<file path="src/rtl/axi_lite_init_seq.sv">
// axi_lite_init_seq: replays a small register script (WRITE, READ_CHECK, POLL, END)
// over an AXI-Lite master port. The script table is loaded through Cfg_* while
// idle. Each handshake is guarded by a watchdog, and the first failure latches
// an error code together with the failing entry index.
//
// state     | meaning
// ----------+---------------------------------------------------------------
// S_IDLE    | waiting for Start after reset
// S_FETCH   | decode table entry idx
// S_WR      | aw/w channels presented, waiting for both handshakes
// S_WR_RESP | bready high, waiting for the write response
// S_RD      | arvalid high, waiting for arready
// S_RD_DATA | rready high, waiting for read data
// S_CHECK   | masked compare of captured read data
// S_DONE    | script finished cleanly, CPU_init_end held
// S_ERROR   | script aborted, Init_err/Err_code/Err_idx held
module axi_lite_init_seq #(
   parameter int ADDR_W   = 32,
   parameter int DATA_W   = 32,
   parameter int DEPTH    = 16,
   parameter int POLL_MAX = 64,
   parameter int TIMEOUT  = 255,
   localparam int IW      = $clog2(DEPTH)
) (
   input  logic              Clk_reg,
   input  logic              Reset,
   input  logic              Start,
   input  logic              Cfg_we,
   input  logic [IW-1:0]     Cfg_idx,
   input  logic [1:0]        Cfg_op,
   input  logic [ADDR_W-1:0] Cfg_addr,
   input  logic [DATA_W-1:0] Cfg_data,
   input  logic [DATA_W-1:0] Cfg_mask,
   output logic [ADDR_W-1:0] S_AXI_awaddr,
   output logic              S_AXI_awvalid,
   output logic [DATA_W-1:0] S_AXI_wdata,
   output logic              S_AXI_wvalid,
   output logic              S_AXI_bready,
   output logic [ADDR_W-1:0] S_AXI_araddr,
   output logic              S_AXI_arvalid,
   output logic              S_AXI_rready,
   input  logic              S_AXI_awready,
   input  logic              S_AXI_wready,
   input  logic              S_AXI_bvalid,
   input  logic [1:0]        S_AXI_bresp,
   input  logic              S_AXI_arready,
   input  logic              S_AXI_rvalid,
   input  logic [DATA_W-1:0] S_AXI_rdata,
   input  logic [1:0]        S_AXI_rresp,
   output logic              Busy,
   output logic              CPU_init_end,
   output logic              Init_err,
   output logic [1:0]        Err_code,
   output logic [IW-1:0]     Err_idx
);

   localparam logic [1:0] OP_END   = 2'b00;
   localparam logic [1:0] OP_WRITE = 2'b01;
   localparam logic [1:0] OP_POLL  = 2'b11;

   localparam logic [1:0] ERR_NONE = 2'b00;
   localparam logic [1:0] ERR_RESP = 2'b01;
   localparam logic [1:0] ERR_DATA = 2'b10;
   localparam logic [1:0] ERR_TO   = 2'b11;

   localparam int WW = $clog2(TIMEOUT + 1);
   localparam int PW = $clog2(POLL_MAX + 1);
   localparam logic [WW-1:0] WD_LOAD  = WW'(TIMEOUT - 1);
   localparam logic [PW-1:0] POLL_LIM = PW'(POLL_MAX);
   localparam logic [IW-1:0] IDX_LAST = IW'(DEPTH - 1);

   typedef enum logic [3:0] {
      S_IDLE, S_FETCH, S_WR, S_WR_RESP, S_RD, S_RD_DATA, S_CHECK, S_DONE, S_ERROR
   } state_t;

   state_t            state;
   logic [IW-1:0]     idx;
   logic [PW-1:0]     poll_cnt;
   logic [WW-1:0]     wd_cnt;
   logic              aw_done;
   logic              w_done;
   logic [DATA_W-1:0] rdata_q;

   logic [1:0]        tbl_op   [DEPTH];
   logic [ADDR_W-1:0] tbl_addr [DEPTH];
   logic [DATA_W-1:0] tbl_data [DEPTH];
   logic [DATA_W-1:0] tbl_mask [DEPTH];

   logic              aw_ok;
   logic              w_ok;
   logic              wd_tc;
   logic              match;
   logic [PW-1:0]     poll_nxt;
   logic              err_req;
   logic [1:0]        err_code_nxt;
   logic              adv;

   // Script opcodes reset to END so an unloaded table finishes immediately.
   always_ff @(posedge Clk_reg or posedge Reset) begin
      if (Reset) begin
         for (int i = 0; i < DEPTH; i++) tbl_op[i] <= OP_END;
      end else if (Cfg_we && !Busy) begin
         tbl_op[Cfg_idx] <= Cfg_op;
      end
   end

   // Entry payload needs no reset: it is only used once its opcode has been written.
   always_ff @(posedge Clk_reg) begin
      if (Cfg_we && !Busy) begin
         tbl_addr[Cfg_idx] <= Cfg_addr;
         tbl_data[Cfg_idx] <= Cfg_data;
         tbl_mask[Cfg_idx] <= Cfg_mask;
      end
   end

   // The table cannot change while busy, so the current entry is read directly.
   assign aw_ok    = aw_done | (S_AXI_awvalid & S_AXI_awready);
   assign w_ok     = w_done  | (S_AXI_wvalid  & S_AXI_wready);
   assign wd_tc    = (wd_cnt == '0);
   assign match    = ((rdata_q ^ tbl_data[idx]) & tbl_mask[idx]) == '0;
   assign poll_nxt = poll_cnt + PW'(1);

   // Decide per cycle whether the current entry completes or the script aborts.
   always_comb begin
      err_req      = 1'b0;
      err_code_nxt = ERR_NONE;
      adv          = 1'b0;
      case (state)
         S_WR: begin
            if (!(aw_ok && w_ok) && wd_tc) begin
               err_req      = 1'b1;
               err_code_nxt = ERR_TO;
            end
         end
         S_WR_RESP: begin
            if (S_AXI_bvalid) begin
               if (S_AXI_bresp != 2'b00) begin
                  err_req      = 1'b1;
                  err_code_nxt = ERR_RESP;
               end else begin
                  adv = 1'b1;
               end
            end else if (wd_tc) begin
               err_req      = 1'b1;
               err_code_nxt = ERR_TO;
            end
         end
         S_RD: begin
            if (!S_AXI_arready && wd_tc) begin
               err_req      = 1'b1;
               err_code_nxt = ERR_TO;
            end
         end
         S_RD_DATA: begin
            if (S_AXI_rvalid) begin
               if (S_AXI_rresp != 2'b00) begin
                  err_req      = 1'b1;
                  err_code_nxt = ERR_RESP;
               end
            end else if (wd_tc) begin
               err_req      = 1'b1;
               err_code_nxt = ERR_TO;
            end
         end
         S_CHECK: begin
            if (match) begin
               adv = 1'b1;
            end else if (tbl_op[idx] != OP_POLL || poll_nxt == POLL_LIM) begin
               err_req      = 1'b1;
               err_code_nxt = ERR_DATA;
            end
         end
         default: ;
      endcase
   end

   // Sequencer: normal channel progress in the case, then advance/abort override it.
   always_ff @(posedge Clk_reg or posedge Reset) begin
      if (Reset) begin
         state         <= S_IDLE;
         idx           <= '0;
         poll_cnt      <= '0;
         wd_cnt        <= '0;
         aw_done       <= 1'b0;
         w_done        <= 1'b0;
         rdata_q       <= '0;
         S_AXI_awaddr  <= '0;
         S_AXI_awvalid <= 1'b0;
         S_AXI_wdata   <= '0;
         S_AXI_wvalid  <= 1'b0;
         S_AXI_bready  <= 1'b0;
         S_AXI_araddr  <= '0;
         S_AXI_arvalid <= 1'b0;
         S_AXI_rready  <= 1'b0;
         Busy          <= 1'b0;
         CPU_init_end  <= 1'b0;
         Init_err      <= 1'b0;
         Err_code      <= ERR_NONE;
         Err_idx       <= '0;
      end else begin
         case (state)
            S_IDLE, S_DONE, S_ERROR: begin
               if (Start) begin
                  state        <= S_FETCH;
                  idx          <= '0;
                  poll_cnt     <= '0;
                  Busy         <= 1'b1;
                  CPU_init_end <= 1'b0;
                  Init_err     <= 1'b0;
                  Err_code     <= ERR_NONE;
                  Err_idx      <= '0;
               end
            end
            S_FETCH: begin
               wd_cnt <= WD_LOAD;
               case (tbl_op[idx])
                  OP_END: begin
                     state        <= S_DONE;
                     Busy         <= 1'b0;
                     CPU_init_end <= 1'b1;
                  end
                  OP_WRITE: begin
                     state         <= S_WR;
                     S_AXI_awaddr  <= tbl_addr[idx];
                     S_AXI_wdata   <= tbl_data[idx];
                     S_AXI_awvalid <= 1'b1;
                     S_AXI_wvalid  <= 1'b1;
                     aw_done       <= 1'b0;
                     w_done        <= 1'b0;
                  end
                  default: begin
                     state         <= S_RD;
                     S_AXI_araddr  <= tbl_addr[idx];
                     S_AXI_arvalid <= 1'b1;
                  end
               endcase
            end
            S_WR: begin
               if (S_AXI_awvalid && S_AXI_awready) begin
                  S_AXI_awvalid <= 1'b0;
                  aw_done       <= 1'b1;
               end
               if (S_AXI_wvalid && S_AXI_wready) begin
                  S_AXI_wvalid <= 1'b0;
                  w_done       <= 1'b1;
               end
               if (aw_ok && w_ok) begin
                  state        <= S_WR_RESP;
                  S_AXI_bready <= 1'b1;
                  wd_cnt       <= WD_LOAD;
               end else begin
                  wd_cnt <= wd_cnt - WW'(1);
               end
            end
            S_WR_RESP: begin
               if (S_AXI_bvalid) begin
                  S_AXI_bready <= 1'b0;
               end else begin
                  wd_cnt <= wd_cnt - WW'(1);
               end
            end
            S_RD: begin
               if (S_AXI_arready) begin
                  state         <= S_RD_DATA;
                  S_AXI_arvalid <= 1'b0;
                  S_AXI_rready  <= 1'b1;
                  wd_cnt        <= WD_LOAD;
               end else begin
                  wd_cnt <= wd_cnt - WW'(1);
               end
            end
            S_RD_DATA: begin
               if (S_AXI_rvalid) begin
                  state        <= S_CHECK;
                  S_AXI_rready <= 1'b0;
                  rdata_q      <= S_AXI_rdata;
               end else begin
                  wd_cnt <= wd_cnt - WW'(1);
               end
            end
            S_CHECK: begin
               // Retry path for POLL; a data error below overrides it when the budget is spent.
               if (!match) begin
                  state         <= S_RD;
                  poll_cnt      <= poll_nxt;
                  S_AXI_arvalid <= 1'b1;
                  wd_cnt        <= WD_LOAD;
               end
            end
            default: state <= S_IDLE;
         endcase

         if (adv) begin
            if (idx == IDX_LAST) begin
               state        <= S_DONE;
               Busy         <= 1'b0;
               CPU_init_end <= 1'b1;
            end else begin
               state    <= S_FETCH;
               idx      <= idx + IW'(1);
               poll_cnt <= '0;
            end
         end

         if (err_req) begin
            state         <= S_ERROR;
            Busy          <= 1'b0;
            Init_err      <= 1'b1;
            Err_code      <= err_code_nxt;
            Err_idx       <= idx;
            S_AXI_awvalid <= 1'b0;
            S_AXI_wvalid  <= 1'b0;
            S_AXI_bready  <= 1'b0;
            S_AXI_arvalid <= 1'b0;
            S_AXI_rready  <= 1'b0;
         end
      end
   end

endmodule

</file>
<file path="config.mk">
export PLATFORM = sky130hd
export DESIGN_NAME = axi_lite_init_seq
export DESIGN_NICKNAME = d
export VERILOG_FILES = /design/src/rtl/axi_lite_init_seq.sv
export SDC_FILE = /design/constraint.sdc
export NUM_CORES = 2
export LEC_CHECK = 0
export ABC_CLOCK_PERIOD_IN_PS = 9700
export BUFFER_PORTS_ARGS = -buffer_cell sky130_fd_sc_hd__buf_2
export CAP_MARGIN = 20
export CORE_ASPECT_RATIO = 1.75
export CORE_MARGIN = 2
export CORE_UTILIZATION = 45
export CTS_BUF_LIST = sky130_fd_sc_hd__clkbuf_2 sky130_fd_sc_hd__clkbuf_4 sky130_fd_sc_hd__clkbuf_8
export CTS_CLUSTER_SIZE = 12
export DETAILED_ROUTE_END_ITERATION = 10
export PLACE_DENSITY_LB_ADDON = 0.3
export SLEW_MARGIN = 20
export SYNTH_ARGS = -nofsm -noshare
export SYNTH_HDL_FRONTEND = slang
export SYNTH_SLANG_ARGS = --single-unit
</file>
<file path="constraint.sdc">
create_clock -name Clk_reg -period 9.7 [get_ports Clk_reg]
set_input_delay 1.455 -clock Clk_reg [delete_from_list [all_inputs] [get_ports Clk_reg]]
set_output_delay 1.455 -clock Clk_reg [all_outputs]
set_load 0.05 [all_outputs]
</file>
==> impl_metrics.sql <==
INSERT INTO impl_metrics (metric_group, metric, value, unit) VALUES
('global_routing', 'first_global_vias', '36000', ''),
('worst_setup_path', 'crit_path_start_kind', 'register', ''),
('clock_network', 'cts.repair.resized', '0', ''),
('timing', 'finalMaxSlewViolations', '0', ''),
('global_routing', 'overflow_left_after_global_routing', '0', ''),
('clock_network', 'cts-hold-fix-buffers', '0', ''),
('flow_run', 'maxCapViolCount', '0', ''),
('global_routing', 'grt_max_degree', '134', ''),
('synthesis', 'synth_top_cells_by_area', 'sky130_fd_sc_hd__edfxtp_1 (68%), sky130_fd_sc_hd__mux4_2 (13%), sky130_fd_sc_hd__dfrtp_1 (7.3%)', ''),
('detailed_routing', 'routed-via-count', '34300', ''),
('pwr', 'comb_power_share', '19.7', '%'),
('timing', 'fin_crit', '5610', 'ps'),
('clock_network', 'clock_sinks', '1735', ''),
('clock_network', 'clock_latency', '970', 'ps'),
('placement', 'io_buffer_count', '256', ''),
('timing', 'max_clk_rate', '0.178', 'GHz'),
('worst_setup_path', 'worstPathArrival', '6490', 'ps'),
('synthesis', 'ys_ff_latch', '1735', ''),
('cells_and_area', 'mostFrequentLayoutCell', 'sky130_fd_sc_hd__edfxtp_1', ''),
('clock_network', 'cts-root-to-sink-buffers', '3', ''),
('cells_and_area', 'final-instance-count-excl-fill', '5921', ''),
('global_routing', 'grt_first_pass_wirelength', '249', 'mm'),
('clock_network', 'cts_tree', 'built', ''),
('detailed_routing', 'drt_iter0_drc', '3050', ''),
('clock_network', 'ctsHtreeMaxLevel', '4', ''),
('worst_setup_path', 'reg2reg_setup_slack', '4090', 'ps'),
('placement', 'placed_cells', '5451', ''),
('timing', 'final_min_period_over_clock_period', '57.8', '%'),
('synthesis', 'yosysUniqueCellTypes', '75', ''),
('synthesis', 'post-synth-top-area-fraction', '67.6', '%'),
('timing', 'hold_violation_count_in_the_final_report', '0', ''),
('pwr', 'power_leakage', '25.3', 'nW'),
('die', 'die_area', '155000', 'um2'),
('synthesis', 'mappedNetlistArea', '68200', 'um2'),
('timing', 'grt_setup_unrepaired', 'false', ''),
('global_routing', 'antenna_found_initial', '46', ''),
('die', 'std_cell_rows', '189', ''),
('pwr', 'ir_worst_vdd', '0.210', 'mV'),
('pwr', 'netSwitchingFraction', '29.5', '%'),
('placement', 'pre_cts_slack', '4080', 'ps'),
('placement', 'hpwl', '90.5', 'mm'),
('worst_hold_path', 'holdCritStartpoint', 'S_AXI_wdata[0]$_DFFE_PP0P_', ''),
('pwr', 'fraction_of_power_consumed_by_the_clock_network', '31.2', '%'),
('timing', 'timing.slew.headroom', '27.3', '%'),
('die', 'floorplan.io_pins', '257', ''),
('synthesis', 'postSynthAreaPerCell', '20.6', 'um2'),
('pwr', 'p_int', '13.0', 'mW'),
('timing', 'setup_viol', '0', ''),
('timing', 'worst-slew-pin-transition', '1090', 'ps'),
('cells_and_area', 'layout.filler_cells', '12200', ''),
('cells_and_area', 'layout.cells.most_common_list', 'sky130_fd_sc_hd__edfxtp_1 (1536), sky130_fd_sc_hd__mux4_2 (381), sky130_fd_sc_hd__clkbuf_8 (260)', ''),
('placement', 'globalplace.congestion', '0.823', ''),
('pwr', 'power_density', '240', 'nW/um2'),
('worst_setup_path', 'cp-end-kind', 'register', ''),
('cells_and_area', 'syn_to_layout_area_delta', '12.7', '%'),
('worst_setup_path', 'r2r_cells', '12', ''),
('synthesis', 'synth-async-reset-ratio', '11.5', '%'),
('clock_network', 'cts_root_buf', 'sky130_fd_sc_hd__clkbuf_8', ''),
('timing', 'setup_slack', '4090', 'ps'),
('timing', 'fin_tns_setup', '0', 'ps'),
('detailed_routing', 'drt-pass1-iter-count', '7', ''),
('die', 'die_width', '298', 'um'),
('global_routing', 'globalRouteTotalUtil', '22.3', '%'),
('synthesis', 'synthesis.instances', '3316', ''),
('worst_setup_path', 'worst_setup_path_endpoint', 'S_AXI_awvalid$_DFFE_PP0P_', ''),
('worst_setup_path', 'critPathRequiredTime', '10580', 'ps'),
('timing', 'fin_skew', '39.4', 'ps'),
('cells_and_area', 'drive_gt1_share', '32.6', '%'),
('synthesis', 'number_of_enable_type_register_cells_in_the_synthesized_netlist', '1536', ''),
('worst_setup_path', 'worstReg2RegEnd', 'S_AXI_awvalid$_DFFE_PP0P_', ''),
('outcome', 'run_status', 'finished, final reports clean', '');
==> cell usage after synthesis (all sizes together), types with 48 or more instances <==
cell type	instances
mux2	160
edfxtp	1536
nand2	150
o21ai	48
xor2	96
clkbuf	77
dfrtp	199
mux2i	110
mux4	381
a21oi	59
nor2	72
buf	92
==> power groups by stage <==
stage | registers [mW] | logic (mW) | clock network [mW]
6_report | 9.06 | 3.63 | 5.75
5_1_grt | 9.11 | 3.88 | 6.16
4_1_cts | 9.06 | 3.69 | 5.87
3_5_place_dp | 9.21 | 3.68 | 0
3_3_place_gp | 9.20 | 3.65 | 0
2_1_floorplan | 9.73 | 2.11 | 0
==> logic make-up after synthesis <==
logic type	synth area share, %
xor gates and xnor gates	1.57
and+or+nand+nor	2.39
muxes	16.8
AOI/OAI and AO/OA	2.83
DFF	74.9
buffers and inverters	1.35
adders and majority gates	0.0734
==> critical path, stage by stage (launching register included) <==
cell                       delay (ps)
sky130_fd_sc_hd__dfrtp_4          770
sky130_fd_sc_hd__buf_12           590
sky130_fd_sc_hd__buf_4            580
sky130_fd_sc_hd__mux4_2           560
sky130_fd_sc_hd__mux2_2           270
sky130_fd_sc_hd__o221ai_1         240
sky130_fd_sc_hd__xnor2_1          130
sky130_fd_sc_hd__a22oi_1          180
sky130_fd_sc_hd__and4b_1          380
sky130_fd_sc_hd__nor4b_4          550
sky130_fd_sc_hd__a21oi_2          270
sky130_fd_sc_hd__a21boi_4         500
sky130_fd_sc_hd__nor3b_1          250
==> worst min-delay path by stage <==
stage                                  to  cells past startpoint
6_report       S_AXI_wdata[0]$_DFFE_PP0P_                      2
5_1_grt        S_AXI_wdata[6]$_DFFE_PP0P_                      2
3_3_place_gp   S_AXI_wdata[6]$_DFFE_PP0P_                      2
3_5_place_dp   S_AXI_wdata[0]$_DFFE_PP0P_                      2
2_1_floorplan       wd_cnt[7]$_DFFE_PP0P_                      1
4_1_cts        S_AXI_wdata[0]$_DFFE_PP0P_                      2
==> per-stage QoR <==
stage                     hold slack, ps  total power [mW]  instance area [um2]
after floorplan                      451              11.8                68200
after global placement               463              12.8                71900
after detailed placement             470              12.9                71900
after CTS                            485              18.6                76800
after global routing                 504              19.2                76800
final                                478              18.4                76800
==> routing by layer <==
layer / vias up / track usage, % / routed length (um)
met2: 1191 / 39.5 / 90400
met5: - / 0 / 221
met1: 18400 / 27.4 / 66300
met3: 320 / 4.59 / 10300
met4: 34 / 6.84 / 4650
li1: 14400 / - / -
==> cell type report <==
cell class / instances / area share (%)
Sequential cell: 1735 / 66.5
Clock buffer: 327 / 5.31
Tap cell: 2005 / 3.26
Timing Repair Buffer: 299 / 2.46
Multi-Input combinational cell: 1400 / 21.2
Antenna cell: 14 / 0.0456
Inverter: 12 / 0.0782
Clock inverter: 129 / 1.12
==> flip-flops by register name (all words and copies together) (netlist names), 2 cells and up <==
name and flops:
tbl_mask 512, S_AXI_araddr 32, S_AXI_wdata 32, S_AXI_awaddr 32, rdata_q 32, wd_cnt 8, tbl_op 32, tbl_addr 512
state 4, Err_code 2, idx 4, Err_idx 4, poll_cnt 7, tbl_data 512
Power figures use the tool's default switching activity.
